--- src/rtl/booth_seq_multiplier_pkg.sv ---
`default_nettype none
// ============================================================================
// booth_pkg : shared types and Booth decode for booth_seq_multiplier
// Revision  : 1.0
// ============================================================================
package booth_pkg;

  typedef enum logic [1:0] {ST_IDLE, ST_RUN, ST_DONE} booth_state_t;
  typedef enum logic [1:0] {OP_NOP, OP_ADD, OP_SUB} booth_op_t;

  function automatic booth_op_t booth_decode(input logic q0, input logic q_m1);
    case ({q0, q_m1})
      2'b01:   return OP_ADD;
      2'b10:   return OP_SUB;
      default: return OP_NOP;
    endcase
  endfunction

endpackage
`default_nettype wire

--- src/rtl/booth_seq_multiplier_if.sv ---
`default_nettype none
// ============================================================================
// booth_seq_multiplier_if : operand/result valid-ready bundle
// Revision                : 1.0
// ============================================================================
interface booth_seq_multiplier_if #(
  parameter int WIDTH = 32
);

  logic                   start;
  logic                   ready;
  logic [WIDTH-1:0]       multiplicand;
  logic [WIDTH-1:0]       multiplier;
  logic                   out_valid;
  logic                   out_ready;
  logic [2*WIDTH-1:0]     result;
  logic                   busy;

  modport master (
    output start, multiplicand, multiplier, out_ready,
    input  ready, out_valid, result, busy
  );

  modport slave (
    input  start, multiplicand, multiplier, out_ready,
    output ready, out_valid, result, busy
  );

endinterface
`default_nettype wire

--- src/rtl/booth_seq_multiplier_step.sv ---
`default_nettype none
// ============================================================================
// booth_step : one radix-2 Booth add/sub followed by a 1-bit arithmetic shift
// Revision   : 1.0
// ============================================================================
module booth_step
  import booth_pkg::*;
#(
  parameter int WIDTH = 32
) (
  input  wire logic [WIDTH:0]   a,
  input  wire logic [WIDTH-1:0] q,
  input  wire logic             q_m1,
  input  wire logic [WIDTH:0]   m,
  output logic      [WIDTH:0]   a_next,
  output logic      [WIDTH-1:0] q_next,
  output logic                  q_m1_next
);

  logic [WIDTH:0] sum;

  always_comb begin
    sum = a;
    case (booth_decode(q[0], q_m1))
      OP_ADD:  sum = a + m;
      OP_SUB:  sum = a - m;
      default: sum = a;
    endcase
  end

  assign a_next    = {sum[WIDTH], sum[WIDTH:1]};
  assign q_next    = {sum[0], q[WIDTH-1:1]};
  assign q_m1_next = q[0];

endmodule
`default_nettype wire

--- src/rtl/booth_seq_multiplier.sv ---
`default_nettype none
// ============================================================================
// booth_seq_multiplier : sequential radix-2 Booth signed multiplier, WIDTH steps
// Option BOOTH_EARLY_TERM_EN : finish early once all remaining steps are no-ops
// Revision             : 1.0
// ============================================================================
module booth_seq_multiplier
  import booth_pkg::*;
#(
  parameter int WIDTH = 32
) (
  input wire logic              clk,
  input wire logic              rst,
  booth_seq_multiplier_if.slave bus
);

  localparam int CNT_W = $clog2(WIDTH + 1);

  booth_state_t           state_q, state_d;
  logic [WIDTH:0]         a_q, m_q;
  logic [WIDTH-1:0]       q_q;
  logic                   qm1_q;
  logic [CNT_W-1:0]       cnt_q;
  logic [2*WIDTH-1:0]     result_q;

  logic                   ready, busy, out_valid, early;
  logic [WIDTH:0]         step_a, nxt_a;
  logic [WIDTH-1:0]       step_q, nxt_q;
  logic                   step_qm1, nxt_qm1;

  booth_step #(.WIDTH(WIDTH)) u_step (
    .a         (a_q),
    .q         (q_q),
    .q_m1      (qm1_q),
    .m         (m_q),
    .a_next    (step_a),
    .q_next    (step_q),
    .q_m1_next (step_qm1)
  );

`ifdef BOOTH_EARLY_TERM_EN
  // Unprocessed multiplier bits sit in Q[WIDTH-1-count:0]; if they all match q_m1,
  // every remaining step is a pure shift, so collapse them into one wide shift.
  logic [CNT_W:0]             rem;
  logic [WIDTH-1:0]           rem_mask;
  logic signed [2*WIDTH+1:0]  cat_shifted;

  assign rem         = (CNT_W+1)'(WIDTH) - {1'b0, cnt_q};
  assign rem_mask    = ~({WIDTH{1'b1}} << rem);
  assign early       = ((q_q & rem_mask) == (qm1_q ? rem_mask : '0));
  assign cat_shifted = $signed({a_q, q_q, qm1_q}) >>> rem;
  assign nxt_a       = early ? cat_shifted[2*WIDTH+1:WIDTH+1] : step_a;
  assign nxt_q       = early ? cat_shifted[WIDTH:1]           : step_q;
  assign nxt_qm1     = early ? cat_shifted[0]                 : step_qm1;
`else
  assign early   = 1'b0;
  assign nxt_a   = step_a;
  assign nxt_q   = step_q;
  assign nxt_qm1 = step_qm1;
`endif

  always_ff @(posedge clk or negedge rst) begin
    if (!rst) state_q <= ST_IDLE;
    else      state_q <= state_d;
  end

  always_comb begin
    state_d   = state_q;
    ready     = 1'b0;
    busy      = 1'b0;
    out_valid = 1'b0;
    case (state_q)
      ST_IDLE: begin
        ready = 1'b1;
        if (bus.start) state_d = ST_RUN;
      end
      ST_RUN: begin
        busy = 1'b1;
        if (early || cnt_q == CNT_W'(WIDTH - 1)) state_d = ST_DONE;
      end
      ST_DONE: begin
        out_valid = 1'b1;
        if (bus.out_ready) state_d = ST_IDLE;
      end
      default: state_d = ST_IDLE;
    endcase
  end

  always_ff @(posedge clk or negedge rst) begin
    if (!rst) begin
      a_q      <= '0;
      m_q      <= '0;
      q_q      <= '0;
      qm1_q    <= 1'b0;
      cnt_q    <= '0;
      result_q <= '0;
    end else begin
      case (state_q)
        ST_IDLE: begin
          if (bus.start) begin
            a_q   <= '0;
            q_q   <= bus.multiplier;
            qm1_q <= 1'b0;
            m_q   <= {bus.multiplicand[WIDTH-1], bus.multiplicand};
            cnt_q <= '0;
          end
        end
        ST_RUN: begin
          a_q   <= nxt_a;
          q_q   <= nxt_q;
          qm1_q <= nxt_qm1;
          cnt_q <= cnt_q + CNT_W'(1);
          if (state_d == ST_DONE) result_q <= {nxt_a[WIDTH-1:0], nxt_q};
        end
        default: ;
      endcase
    end
  end

  assign bus.ready     = ready;
  assign bus.busy      = busy;
  assign bus.out_valid = out_valid;
  assign bus.result    = result_q;

endmodule
`default_nettype wire

--- src/flat_wrapper.sv ---
// flat-port wrapper written by rule: the top's interface ports become plain ports
module booth_seq_multiplier_flat import booth_pkg::*;
#(
  parameter int WIDTH = 32
)
  (clk, rst, bus_start, bus_multiplicand, bus_multiplier, bus_out_ready, bus_ready, bus_out_valid, bus_result, bus_busy);
  booth_seq_multiplier_if #(.WIDTH(WIDTH)) bus_i ();
  input wire logic clk;
  input wire logic rst;
  input wire logic [$bits(bus_i.start)-1:0] bus_start;
  input wire logic [$bits(bus_i.multiplicand)-1:0] bus_multiplicand;
  input wire logic [$bits(bus_i.multiplier)-1:0] bus_multiplier;
  input wire logic [$bits(bus_i.out_ready)-1:0] bus_out_ready;
  output wire logic [$bits(bus_i.ready)-1:0] bus_ready;
  output wire logic [$bits(bus_i.out_valid)-1:0] bus_out_valid;
  output wire logic [$bits(bus_i.result)-1:0] bus_result;
  output wire logic [$bits(bus_i.busy)-1:0] bus_busy;
  assign bus_i.start = bus_start;
  assign bus_i.multiplicand = bus_multiplicand;
  assign bus_i.multiplier = bus_multiplier;
  assign bus_i.out_ready = bus_out_ready;
  assign bus_ready = bus_i.ready;
  assign bus_out_valid = bus_i.out_valid;
  assign bus_result = bus_i.result;
  assign bus_busy = bus_i.busy;
  booth_seq_multiplier #(.WIDTH(WIDTH)) u_core (.clk(clk), .rst(rst), .bus(bus_i));
endmodule
--- config.mk ---
export PLATFORM = sky130hd
export DESIGN_NAME = booth_seq_multiplier_flat
export DESIGN_NICKNAME = d
export VERILOG_FILES = /design/src/rtl/booth_seq_multiplier_pkg.sv /design/src/rtl/booth_seq_multiplier_if.sv /design/src/rtl/booth_seq_multiplier_step.sv /design/src/rtl/booth_seq_multiplier.sv /design/src/flat_wrapper.sv
export SDC_FILE = /design/constraint.sdc
export NUM_CORES = 1
export LEC_CHECK = 0
export ABC_AREA = 1
export BUFFER_PORTS_ARGS = -buffer_cell sky130_fd_sc_hd__buf_4
export CORE_MARGIN = 1.5
export CORE_UTILIZATION = 45
export DETAILED_ROUTE_END_ITERATION = 10
export PLACE_DENSITY = 0.63
export SLEW_MARGIN = 20
export SYNTH_ARGS = -nofsm -noshare
export SYNTH_HDL_FRONTEND = slang
export SYNTH_HIERARCHICAL = 1
export SYNTH_SLANG_ARGS = --single-unit
export TNS_END_PERCENT = 1
--- constraint.sdc ---
create_clock -name clk -period 4.2 [get_ports clk]
set_input_delay 0 -clock clk [delete_from_list [all_inputs] [get_ports clk]]
set_output_delay 0 -clock clk [all_outputs]
set_load 0.02 [all_outputs]
; Yosys cells after proc, flatten, opt, wreduce, memory -nomap -nowiden
; Index checks and enable logic that the tools add are counted.
[classes]
n_addsub = 3
n_eq_ne = 9
muxes = 17
n_reduce_logical = 5
[ops]
columns = operator, count
row1 = case mux 33 bit (2 select lines), 2
row2 = case mux 32 bit (2 select lines), 1
row3 = adder 33 bit, 1
row4 = 2-to-1 mux 33 bit, 1
row5 = subtractor 33 bit, 1
row6 = 2-to-1 mux 32 bit, 1
row7 = case mux 6 bit (2 select lines), 1
row8 = "== test 2 bit, second input constant", 4
row9 = "adder 6 x 1 -> 6 bit, second input constant", 1
row10 = "== test 2 x 1 -> 1 bit, second input constant", 3
row11 = "== test 6 x 5 -> 1 bit, second input constant", 1
row12 = 2-to-1 mux 2 bit, 3
row13 = 2-to-1 mux 6 bit, 1
row14 = case mux 2 bit (3 select lines), 1
row15 = AND reduction 2 bit, 3
row16 = 2-to-1 mux 1 bit, 4
row17 = case mux 2 bit (2 select lines), 1
row18 = logical NOT 2 bit, 1
row19 = "!= test 2 bit, second input constant", 1
row20 = case mux 1 bit (2 select lines), 1
row21 = nonzero test 2 bit, 1
[word_totals]
register_bits = 170
input_bits = 68
out_inout_bits = 67
elab_cells = 41

; Longest topological paths before layout
; Gate-level depths: netlist (run 1).
[logic_depth]
ltp_word = 5
ltp_mapped = 26
mapped_depth_nobuf = 25

; Hierarchy
; The synthesis (run 1) kept the hierarchy.
[modules_own_cells]
columns = mod, instances, cells_per_inst, area_each_um2, seq_area_each_um2
row1 = booth_seq_multiplier, 1, 844, 7020.5, 4254.1
row2 = booth_step, 1, 803, 4026.4, 0.0

; Worst setup path before layout (run 1)
; No wires, ideal clock.
[synth_path]
kind = reg-to-reg
startpoint = register u_core.q_q[0]
endpoint = register u_core.a_q[32]
arrival_time_ps = 2660
t_required_ps = 4083
path_slack_ps = 1423
path_stages_with_launch = 19
path_buffers = 2
period_less_slack_ps = 2777
cell_sequence = dfrtp_1 ha_1 inv_1 clkbuf_1 o31ai_2 xor2_1 ha_1 nand2_1 nor2_1 nand2_1 nor2_1 nand2_1 nand2_1 nand2_1 nand3_1 nand2_1 buf_4 nand2_1 nand2_1
[synth_between]
elab_chain_len = 5
elab_cells_between_ends = 7
classes_between = 4 x eq/ne / 3 x mux
[synth_lines]
columns = element, line_no
row1 = "start, declared", booth_seq_multiplier.sv:21  ; logic [WIDTH-1:0] q_q;
row2 = "start signal, assigned", booth_seq_multiplier.sv:102  ; q_q <= bus.multiplier;
row3 = "start signal, assigned", booth_seq_multiplier.sv:110  ; q_q <= nxt_q;
row4 = == test 2 bit / == test 2 x 1 -> 1 bit (equally long branches), booth_seq_multiplier_pkg.sv:12  ; case ({q0, q_m1})
row5 = case mux 2 bit (2 select lines) (*), booth_seq_multiplier_pkg.sv:12
row6 = == test 2 bit / == test 2 x 1 -> 1 bit (equally long branches), booth_seq_multiplier_step.sv:24  ; case (booth_decode(q[0], q_m1))
row7 = case mux 33 bit (2 select lines) (*), booth_seq_multiplier_step.sv:24
row8 = via u_core.nxt_a[31], booth_seq_multiplier.sv:27  ; logic [WIDTH:0] step_a, nxt_a;
row9 = case mux 33 bit (2 select lines) (*), booth_seq_multiplier.sv:98  ; case (state_q)
row10 = "end signal, assigned", booth_seq_multiplier.sv:109  ; a_q <= nxt_a;
row11 = "end, declared", booth_seq_multiplier.sv:20  ; logic [WIDTH:0] a_q, m_q;
; Mark *: on every way through the listed nets, which the timed path passes. The rest lies on a longest branch.
; A chain may end at the register's enable or synchronous reset.

; Worst setup path after layout (run 1)
[layout_path]
startpoint = register u_core.q_q[0]
endpoint = register u_core.result_q[58] (netlist: u_core/bus.result[58])
[layout_between]
elab_chain_len = 4
elab_cells_between_ends = 6
classes_between = 4 x eq/ne / 2 x mux
[layout_lines]
columns = element, line_no
row1 = == test 2 bit / == test 2 x 1 -> 1 bit (equally long branches), booth_seq_multiplier_pkg.sv:12
row2 = case mux 2 bit (2 select lines) (*), booth_seq_multiplier_pkg.sv:12
row3 = == test 2 bit / == test 2 x 1 -> 1 bit (equally long branches), booth_seq_multiplier_step.sv:24
row4 = case mux 33 bit (2 select lines) (*), booth_seq_multiplier_step.sv:24
row5 = via u_core.nxt_a[26], booth_seq_multiplier.sv:27
row6 = "end signal, assigned", booth_seq_multiplier.sv:113  ; if (state_d == ST_DONE) result_q <= {nxt_a[WIDTH-1:0], nxt_q};
row7 = "end, declared", booth_seq_multiplier.sv:24  ; logic [2*WIDTH-1:0] result_q;
; Marked as above.

==> results, run 1 <==
- The flow ran to the end, and the final reports show no timing, DRC or antenna violations.
- The startpoint identified for the worst register-to-register timing path is u_core/q_q[0]$_DFFE_PN0P_.
- STA classifies the critical path endpoint as a flip-flop.
- The residual DRC count is 0.
- The floorplan step defined a die boundary enclosing 25,500 sq um.
- The worst slew margin relative to its limit is 0.324.
- The largest net degree at the start of global routing is 95.
- Among all cell types in the netlist, the one instantiated most often is sky130_fd_sc_hd__nand2_1.
- The number of antenna violations at the first check in global routing was 0.
- The share of the synthesized area in compound gates (AO/OA/AOI/OAI) is 0.0358.
- In the finished design, the share of the clock period the worst path needs comes to 0.839.
- The number of fill cells in the layout is 2,428.
- Derived from the worst setup path, the maximum achievable clock frequency is 284 MHz.
- Of the total synthesized cell area, the portion taken by AND, OR, NAND and NOR gates is 0.408.
- After detailed routing, the average wire length per cell comes to 14.7 microns.
- After layout, the minimum clock period comes to 3530 ps.
- The total number of clock tree sinks is 170.
- The total clock buffers created by CTS is 17.
- The synthesized netlist occupies a cell area of 11,000 sq um.
- The area share of the largest cell type after synthesis is 0.385.
- Of the total synthesized cell area, the portion taken by XOR and XNOR cells is 0.0293.
- The region available for standard cell placement spans 24,200 sq um.
- The flop and latch count out of synthesis is 170.
- The number of iterations in the first detailed-routing pass is 5.
- The H-tree depth reported by CTS is 4.
- Setup violations remaining at the end of the flow were counted as 0.
- At the worst endpoint, the required time is 4580 ps.
- The initial core utilization is 0.457.
- The mux share of post-synthesis cell area is 0.
- After clock tree synthesis, the clock-pin slew on the worst setup and hold paths is 80 ps.
- TritonCTS built the clock tree.
- In the global route stage, overall resource usage came out at 0.257.
- The clock latency on the worst-skew pair is 440 ps.
- The site row count is 57.
- The data arrival time of the critical path is 3910 ps.
- The congestion estimate from routability-driven global placement came to between 0.8 and 0.9.
- After detailed routing, the number of vias per cell comes to between 4 and 5.
- sky130_fd_sc_hd__dfrtp_1 takes more of the synthesized area than any other cell.
- After synthesis, the largest family of logic cells by area is simple AND/OR/NAND/NOR gates.
- The fraction of layout instances using a drive strength above 1 is 0.121.
- During I/O placement, the number of pins put on the boundary was roughly 140.
- The number of routed nets with antenna violations is 0.
- The type of the most critical hold path is primary input to asynchronous set/reset pin.
- After detailed routing, the total wire length is 31,300 microns.
- The sum of negative setup slack is 0 ps.
- Summing all non-filler instances in the final layout gives an area of ~13,000 sq um.
- Of the total synthesized cell area, the portion taken by full adders, half adders and majority gates is 0.0415.
- The number of gates given a new drive strength after cts is 0.
- The first global-routing pass estimated 52,500 microns of wire.
- The routed design uses 1360 microns of met3 wire.
- The number of global-route vias before repair is 10,200.
- In this run the deepest clock path goes through 2 buffers.
- The post-placement cell area is 12,000 sq um.
- In the final routing, the length of wire on met1 measures roughly 14,000 microns.
- Counting every net in the synthesized netlist gives 1,751.
- The most used flip-flop cell after synthesis is sky130_fd_sc_hd__dfrtp_1.
- The final layout contains 1,890 nets.
- Summed over all layers, the global routing overflow is 0.
- The number of enable-type register cells in the synthesized netlist is 0.
- The register area share after synthesis is 0.385.
- The routed design uses 15,300 microns of met2 wire.
- Ranked by instance count, the synthesized netlist is headed by sky130_fd_sc_hd__nand2_1, sky130_fd_sc_hd__dfrtp_1, sky130_fd_sc_hd__inv_1.
- The startpoint of the worst setup timing path is u_core/q_q[0]$_DFFE_PN0P_.
- The average instance area after synthesis is 6.71 sq um.
- Measured along the y axis, the die boundary spans 160 microns.
- The root buffer cell chosen for the clock tree is sky130_fd_sc_hd__clkbuf_16.
- The number of antenna repair diodes is 0.
- Setup repair after global routing left no endpoint under its margin.
- The multi-input combinational cells in the finished layout cover a total of 5700 sq um.
- Counting flops with an async set or reset pin after synthesis yields a share of 1.00.
- The slew at the pin closest to its max-slew limit is between 1000 and 1500 ps.
- The uppermost signal routing layer after detailed routing is met4.
- The wire-length estimate of the detail-placed layout is 21,900 microns.
- The synthesized instance count is about 1,600.
- The max-capacitance violation count is 0.
- Along the worst path, the maximum fanout reaches 22.
- The number of distinct library cells after synthesis is 42.
- The total area of sequential cells is 4250 sq um.
- Ranked by total cell area, the synthesized netlist is headed by sky130_fd_sc_hd__dfrtp_1, sky130_fd_sc_hd__nand2_1, sky130_fd_sc_hd__nand3_1, sky130_fd_sc_hd__inv_1, sky130_fd_sc_hd__ha_1.
- The violation count after the first detailed-route iteration is 749.
- The depth of the most critical reg-to-reg path is 19.
- The count of buffers added on input and output ports is 134.
- For the final database, setup skew stands at 13.6 ps.
- The detailed router placed 10,300 vias in this run.
- From synthesis to final layout, the design area changed by 20.4%.
- The worst setup path is launched from a flip-flop.
- The type of the setup path with the least slack is flip-flop to flip-flop.
- The number of pins exceeding their max-slew limit in the final report is 0.
- The final-report hold violation count came to 0.
- The warning count from the yosys run is 6.
- The die is 160 microns wide.
- For this run, the share of the core covered by cells in the final layout is 0.550.
## metal layers
metal / GRT usage / up-vias
met4: 0.0639 / 0
met1: 0.341 / 4730
li1: - / 5330
met5: 0 / -
met2: 0.439 / 249
met3: 0.0390 / 25
## flip-flops by register name (all words and copies together) (netlist names)
name	count
u_core/bus.result	64
u_core/a_q	33
u_core/m_q	32
u_core/q_q	32
u_core/cnt_q	6
u_core/state_q	2
u_core/qm1_q	1
## worst max-delay path, cell delays in order, from the launching register on
cell and delay, ps:
sky130_fd_sc_hd__dfrtp_1 400, sky130_fd_sc_hd__ha_1 210, sky130_fd_sc_hd__inv_1 550, sky130_fd_sc_hd__nand2_1 160, sky130_fd_sc_hd__xnor2_1 200, sky130_fd_sc_hd__inv_1 90, sky130_fd_sc_hd__ha_1 330, sky130_fd_sc_hd__nand2_1 210
sky130_fd_sc_hd__inv_1 60, sky130_fd_sc_hd__a21oi_1 220, sky130_fd_sc_hd__nand2_1 170, sky130_fd_sc_hd__nand2_1 90, sky130_fd_sc_hd__nand2_1 120, sky130_fd_sc_hd__nand2_1 120, sky130_fd_sc_hd__nand2_1 60, sky130_fd_sc_hd__nand2_1 50
sky130_fd_sc_hd__nand3_1 70, sky130_fd_sc_hd__nand2_1 150, sky130_fd_sc_hd__nand3_1 90, sky130_fd_sc_hd__nand2_1 110
## cells by family after synthesis
| family | Yosys count |
|---|---|
| and+or+nand+nor | 1103 |
| buffers and inverters | 233 |
| DFF | 170 |
| AOI/OAI and AO/OA | 68 |
| xor gates and xnor gates | 37 |
| adders and majority gates | 36 |
## worst paths after layout
path	endpoint	slack, ps
worst max-delay path	u_core/bus.result[58]$_DFFE_PN0P_	670
worst min-delay path	u_core/m_q[25]$_DFFE_PN0P_	140
worst max register to register	u_core/bus.result[58]$_DFFE_PN0P_	670
worst min register to register	u_core/bus.result[13]$_DFFE_PN0P_	480
max in group asynchronous	u_core/cnt_q[0]$_DFFE_PN0P_	3070
min in group clk	u_core/m_q[8]$_DFFE_PN0P_	290
## cell usage in the layout, fill, tap and decap left out, types with 2 or more instances in the layout
cell type                         n
sky130_fd_sc_hd__xor2_1          22
sky130_fd_sc_hd__clkbuf_16       17
sky130_fd_sc_hd__buf_4          141
sky130_fd_sc_hd__dfrtp_1        170
sky130_fd_sc_hd__inv_6            2
sky130_fd_sc_hd__nand4_1         13
sky130_fd_sc_hd__o21ai_0         14
sky130_fd_sc_hd__nand3_2          3
sky130_fd_sc_hd__inv_2            8
sky130_fd_sc_hd__o31ai_2          2
sky130_fd_sc_hd__o21ai_1          8
sky130_fd_sc_hd__clkinv_8         6
sky130_fd_sc_hd__nand3b_1         6
sky130_fd_sc_hd__o21ai_2          3
sky130_fd_sc_hd__or2_1            2
sky130_fd_sc_hd__or2_2            4
sky130_fd_sc_hd__o21bai_1         4
sky130_fd_sc_hd__dlygate4sd3_1   67
sky130_fd_sc_hd__o21a_1           3
sky130_fd_sc_hd__nor2_1          80
sky130_fd_sc_hd__xnor2_1         15
sky130_fd_sc_hd__nor2_4           3
sky130_fd_sc_hd__ha_1            35
sky130_fd_sc_hd__nand3_1        119
sky130_fd_sc_hd__a31oi_1          2
sky130_fd_sc_hd__inv_8            5
sky130_fd_sc_hd__nor3_2           2
sky130_fd_sc_hd__nand2_1        841
sky130_fd_sc_hd__nor2_2           6
sky130_fd_sc_hd__nand2_2          6
sky130_fd_sc_hd__a21oi_1         29
sky130_fd_sc_hd__nor3_1          12
sky130_fd_sc_hd__inv_1          133
## repair_timing
action	in CTS	in global routing
hold endpoints to repair	142	0
hold buffers	67	0
setup buffers	0	0
## metrics by stage
stage | hold slack (ps) | instances | worst slack [ps]
after floorplan | -296 | 1647 | 1420
after global placement | 76.7 | 2024 | 829
after detailed placement | 64.6 | 2024 | 752
after CTS | 175 | 2123 | 715
after global routing | 201 | 2123 | 356
final | 141 | 2123 | 675
## final cells by class
cell class	instances	share of cell area
clock buffer	17	0.0320
tap	324	0.0305
clock inverter	15	0.0164
timing repair buffer	210	0.132
inverter	143	0.0406
multi-input combinational	1244	0.428
sequential	170	0.320
Power of run 1 is left out: the tool's default activity adds up to more than one toggle a clock period on the data nets, which glitch-free logic cannot reach.
==> inputs of run 2 (changes only) <==
--- a/config.mk
+++ b/config.mk
@@ -5,12 +5,12 @@
 export SDC_FILE = /design/constraint.sdc
 export NUM_CORES = 1
 export LEC_CHECK = 0
-export ABC_AREA = 1
+export ABC_AREA = 0
 export BUFFER_PORTS_ARGS = -buffer_cell sky130_fd_sc_hd__buf_4
 export CORE_MARGIN = 1.5
 export CORE_UTILIZATION = 45
 export DETAILED_ROUTE_END_ITERATION = 10
-export PLACE_DENSITY = 0.63
+export PLACE_DENSITY = 0.64
 export SLEW_MARGIN = 20
 export SYNTH_ARGS = -nofsm -noshare
 export SYNTH_HDL_FRONTEND = slang
==> constraint.sdc (replaced) <==
create_clock -name clk -period 3.5 [get_ports clk]
set_input_delay 0 -clock clk [delete_from_list [all_inputs] [get_ports clk]]
set_output_delay 0 -clock clk [all_outputs]
set_load 0.02 [all_outputs]
==> run 2 against run 1 <==
Compared with the run above: the flow now finishes with violations (negative setup slack); clock skew increased by 3.1 ps; final cell count fell by 24%; synthesized area down 8.8%; critical path type unchanged; final area grew 2.8%; sequential share of layout area decreased by 0.88 points; register-to-register slack got worse by 1400 ps.
==> results, run 2 <==
- The synthesized instance count is between 1,000 and 1,500.
- STA classifies the critical path startpoint as a flip-flop.
- The type of the setup path with the least slack is flip-flop to flip-flop.
- The worst setup path is captured at a flip-flop.
- The data arrival time of the critical path is 4560 ps.
- The required time of the critical path is 3830 ps.
- The total leakage power is 6.57 nW.
- The floorplan step set the die height to ~150 microns.
- The final instance count without filler cells is 1,607.
- For this block, the routed nets add up to 26,700 microns of wire.
- Of the post-synthesis cell area, the dominant cell type holds 0.422.
- The count of endpoints failing setup in the final report is 31.
- The number of nets in the synthesized netlist is about 1,100.
- The number of distinct library cells after synthesis is 56.
- The first global-routing pass estimated 44,100 microns of wire.
- The largest clock skew in the final design is 16.7 ps.
- The floorplan has 54 rows.
- For this run, the leading register cell type out of synthesis is sky130_fd_sc_hd__dfrtp_1.
- Counting instances in the post-synthesis netlist gives the leading cell types as sky130_fd_sc_hd__dfrtp_1, sky130_fd_sc_hd__nand2_1, sky130_fd_sc_hd__o21ai_0.
- Of all nets on the critical path, the largest fanout is 4.
- The run finished, with violations left.
- For the worst-skew pair, the clock arrives at the later sink with an insertion delay of 450 ps.
- Based on the critical path, the design can be clocked at up to 237 MHz.
- Setup repair after global routing could not meet its margin everywhere.
- For this run, asynchronously set or reset flops after synthesis account for 1.00.
- In the final layout, the share of cells above drive strength 1 is 0.368.
- Leaving out fill and tap cells, the most frequent cells in the layout are sky130_fd_sc_hd__buf_4, sky130_fd_sc_hd__dfrtp_1, sky130_fd_sc_hd__nand2_1.
- After clock tree synthesis, the clock-pin slew on the worst setup and hold paths is 80 ps.
- The cell area that synthesis handed to floorplanning was between 10,000 and 15,000 sq um.
- The most common cell after layout, fill and taps aside is sky130_fd_sc_hd__buf_4.
- Yosys printed 6 warnings.
- The multi-input logic area is ~5500 sq um.
- In the final routed layout, each cell accounts on average for 16.6 microns.
- The slew at the pin closest to its max-slew limit is 1090 ps.
- The worst-case register-to-register setup slack is -730 ps.
- Compared with the post-synthesis result, the final layout area differs by 35.7%.
- After detailed routing, the number of vias per cell comes to 5.27.
- The number of antenna violations at the first check in global routing was 0.
- The number of antenna repair diodes is 0.
- The die covers 23,300 sq um.
- After detailed routing, the number of remaining DRC violations is 0.
- The all-layer global routing usage is 0.232.
- Of the synthesized area, sequential elements account for 0.422.
- The routability congestion estimate from global placement is 0.874.
- The sequential cells in the finished layout cover a total of roughly 4300 sq um.
- The min-delay analysis places its worst path in the category primary input to flip-flop.
- Detailed placement ended at an HPWL of 17,600 microns.
- The number of global-route vias before repair came to about 8,500.
- The total congestion overflow is 0.
- The region available for standard cell placement spans 21,900 sq um.
- The slack of the critical path is -727 ps.
- The longest clock path from root to sink contains 2 buffers.
- Yosys attributes the largest share of cell area to sky130_fd_sc_hd__dfrtp_1, sky130_fd_sc_hd__mux2_4, sky130_fd_sc_hd__mux2_2, sky130_fd_sc_hd__o21ai_0, sky130_fd_sc_hd__nand2_1.
- The tree is rooted in a sky130_fd_sc_hd__clkbuf_16.
- Counting the buffers created by CTS gives 17.
- The number of pins exceeding their max-slew limit in the final report is 0.
- The final-report hold violation count came to 0.
- The number of placed instances, taps included, is 1,505.
- The number of flip-flops in the largest register is 64.
- The flop and latch count out of synthesis is 170.
- For the finished layout, the period the worst path requires is 4230 ps.
- The average instance in the mapped netlist occupies 9.84 sq um.
- The sum of negative setup slack is -14,780 ps.
- The number of enable-type register cells in the synthesized netlist is 0.
- The number of iterations in the first detailed-routing pass is 5.
- TritonCTS built the clock tree.
- The share of the clock period used by the worst path is 1.21.
- The initial core utilization is 0.460.
- The dominant cell by count in the synthesized netlist is sky130_fd_sc_hd__dfrtp_1.
- The total number of clock tree sinks is 170.
- The vias after detailed routing is about 8,500.
- Counting the fill cells in the layout gives 1,827.
- In this run the tool buffered the top-level ports with 134 buffer cells.
- Once detail routing completed, the nets flagged for antenna violations numbered 0.
- Power spread over the standard cell area amounts to approximately 1200 nW/um^2.
- The largest net degree at the start of global routing is 85.
- IR analysis of the VDD net gives a maximum drop of between 500 and 600 uV.
- The final net count is about 1,400.
- In this run the horizontal extent of the chip is 153 microns.
- The largest area contributor in the synthesized netlist is sky130_fd_sc_hd__dfrtp_1.
- The final reports fail on negative setup slack.
- In this run the number of H-tree levels came out at 4.
- The first routing iteration left 551 violations.
- Across the run, the number of max-cap violations was 0.
- The worst pin sits at a relative slew slack of 0.271.
- The number of top-level pins is 135.
[run 2: timing repair]
action	in CTS	in global routing
endpoints found under the setup margin	39	46
endpoints found under the hold margin	147	0
gates cloned	0	0
resized for setup	44	30
pin swaps	36	24
hold buffers	66	0
buffers inserted	3	1
[run 2: critical path: stages, from the launching register on]
cell and delay [ps]:
sky130_fd_sc_hd__dfrtp_1 380, sky130_fd_sc_hd__or3_4 390, sky130_fd_sc_hd__or3_4 370, sky130_fd_sc_hd__nor2_4 110, sky130_fd_sc_hd__nand2_2 80, sky130_fd_sc_hd__nor2_4 140
sky130_fd_sc_hd__buf_4 130, sky130_fd_sc_hd__buf_4 100, sky130_fd_sc_hd__a21oi_1 80, sky130_fd_sc_hd__xnor2_1 210, sky130_fd_sc_hd__ha_2 340, sky130_fd_sc_hd__a21oi_2 170
sky130_fd_sc_hd__buf_4 140, sky130_fd_sc_hd__inv_1 60, sky130_fd_sc_hd__a2111oi_2 290, sky130_fd_sc_hd__o21a_2 240, sky130_fd_sc_hd__o21ai_4 90, sky130_fd_sc_hd__o31ai_4 180
sky130_fd_sc_hd__xnor2_1 90, sky130_fd_sc_hd__mux2_4 260, sky130_fd_sc_hd__mux2_4 260
[run 2: routing by layer]
metal	vias to the layer above	global-route usage	part of all wire
met4	0	0.0462	0.0075
met5	-	0	0
met2	197	0.371	0.47
li1	4144	-	-
met1	4107	0.327	0.48
met3	21	0.0486	0.047
[run 2: power by group]
part	internal (mW)	switching [mW]
registers	2.78	0.649
logic	5.57	5.64
clock network	0.977	0.966
total	9.32	7.26
[run 2: final timing paths]
kind / start / cells after the start / to
max: u_core/m_q[9]$_DFFE_PN0P_ / 20 / u_core/bus.result[57]$_DFFE_PN0P_
min: bus_start / 4 / u_core/q_q[17]$_DFFE_PN0P_
max reg2reg: u_core/m_q[9]$_DFFE_PN0P_ / 20 / u_core/bus.result[57]$_DFFE_PN0P_
min reg2reg: u_core/bus.result[48]$_DFFE_PN0P_ / 1 / u_core/bus.result[48]$_DFFE_PN0P_
max in group asynchronous: rst / 3 / u_core/a_q[27]$_DFFE_PN0P_
min in group asynchronous: rst / 2 / u_core/m_q[5]$_DFFE_PN0P_
[run 2: kinds of logic (layout without fill, tap and decap cells)]
logic type / count (synthesis) / count (layout) / share of synthesized area
AO/OA/AOI/OAI: 274 / 274 / 0.164
AND/OR/NAND/NOR: 270 / 270 / 0.123
flip-flops: 170 / 170 / 0.422
buffers and inverters: 110 / 413 / 0.0585
multiplexers: 105 / 105 / 0.135
XOR/XNOR: 59 / 59 / 0.0513
adder cells (fa/ha/maj): 36 / 36 / 0.0454
[run 2: area by class of cell]
type                       count  area share
clock buffer                  17      0.0311
clock inverter                15      0.0142
inverter                      22     0.00604
multi-input combinational    744       0.401
sequential                   170       0.311
tap                          280      0.0256
timing repair buffer         359       0.211
[run 2: per-stage QoR]
step | area [sq um] | worst slack, ps | util | hold slack, ps | power, mW
6_report | 13700 | -727 | 0.625 | 142 | 16.6
5_1_grt | 13700 | -926 | 0.625 | 176 | 17.9
4_1_cts | 13600 | -664 | 0.620 | 135 | 16.3
3_5_place_dp | 12200 | -912 | 0.555 | 121 | 13.8
3_3_place_gp | 12200 | -870 | 0.555 | 115 | 13.7
2_1_floorplan | 10100 | -621 | - | -296 | 9.92
(Power assumes the default switching activity.)
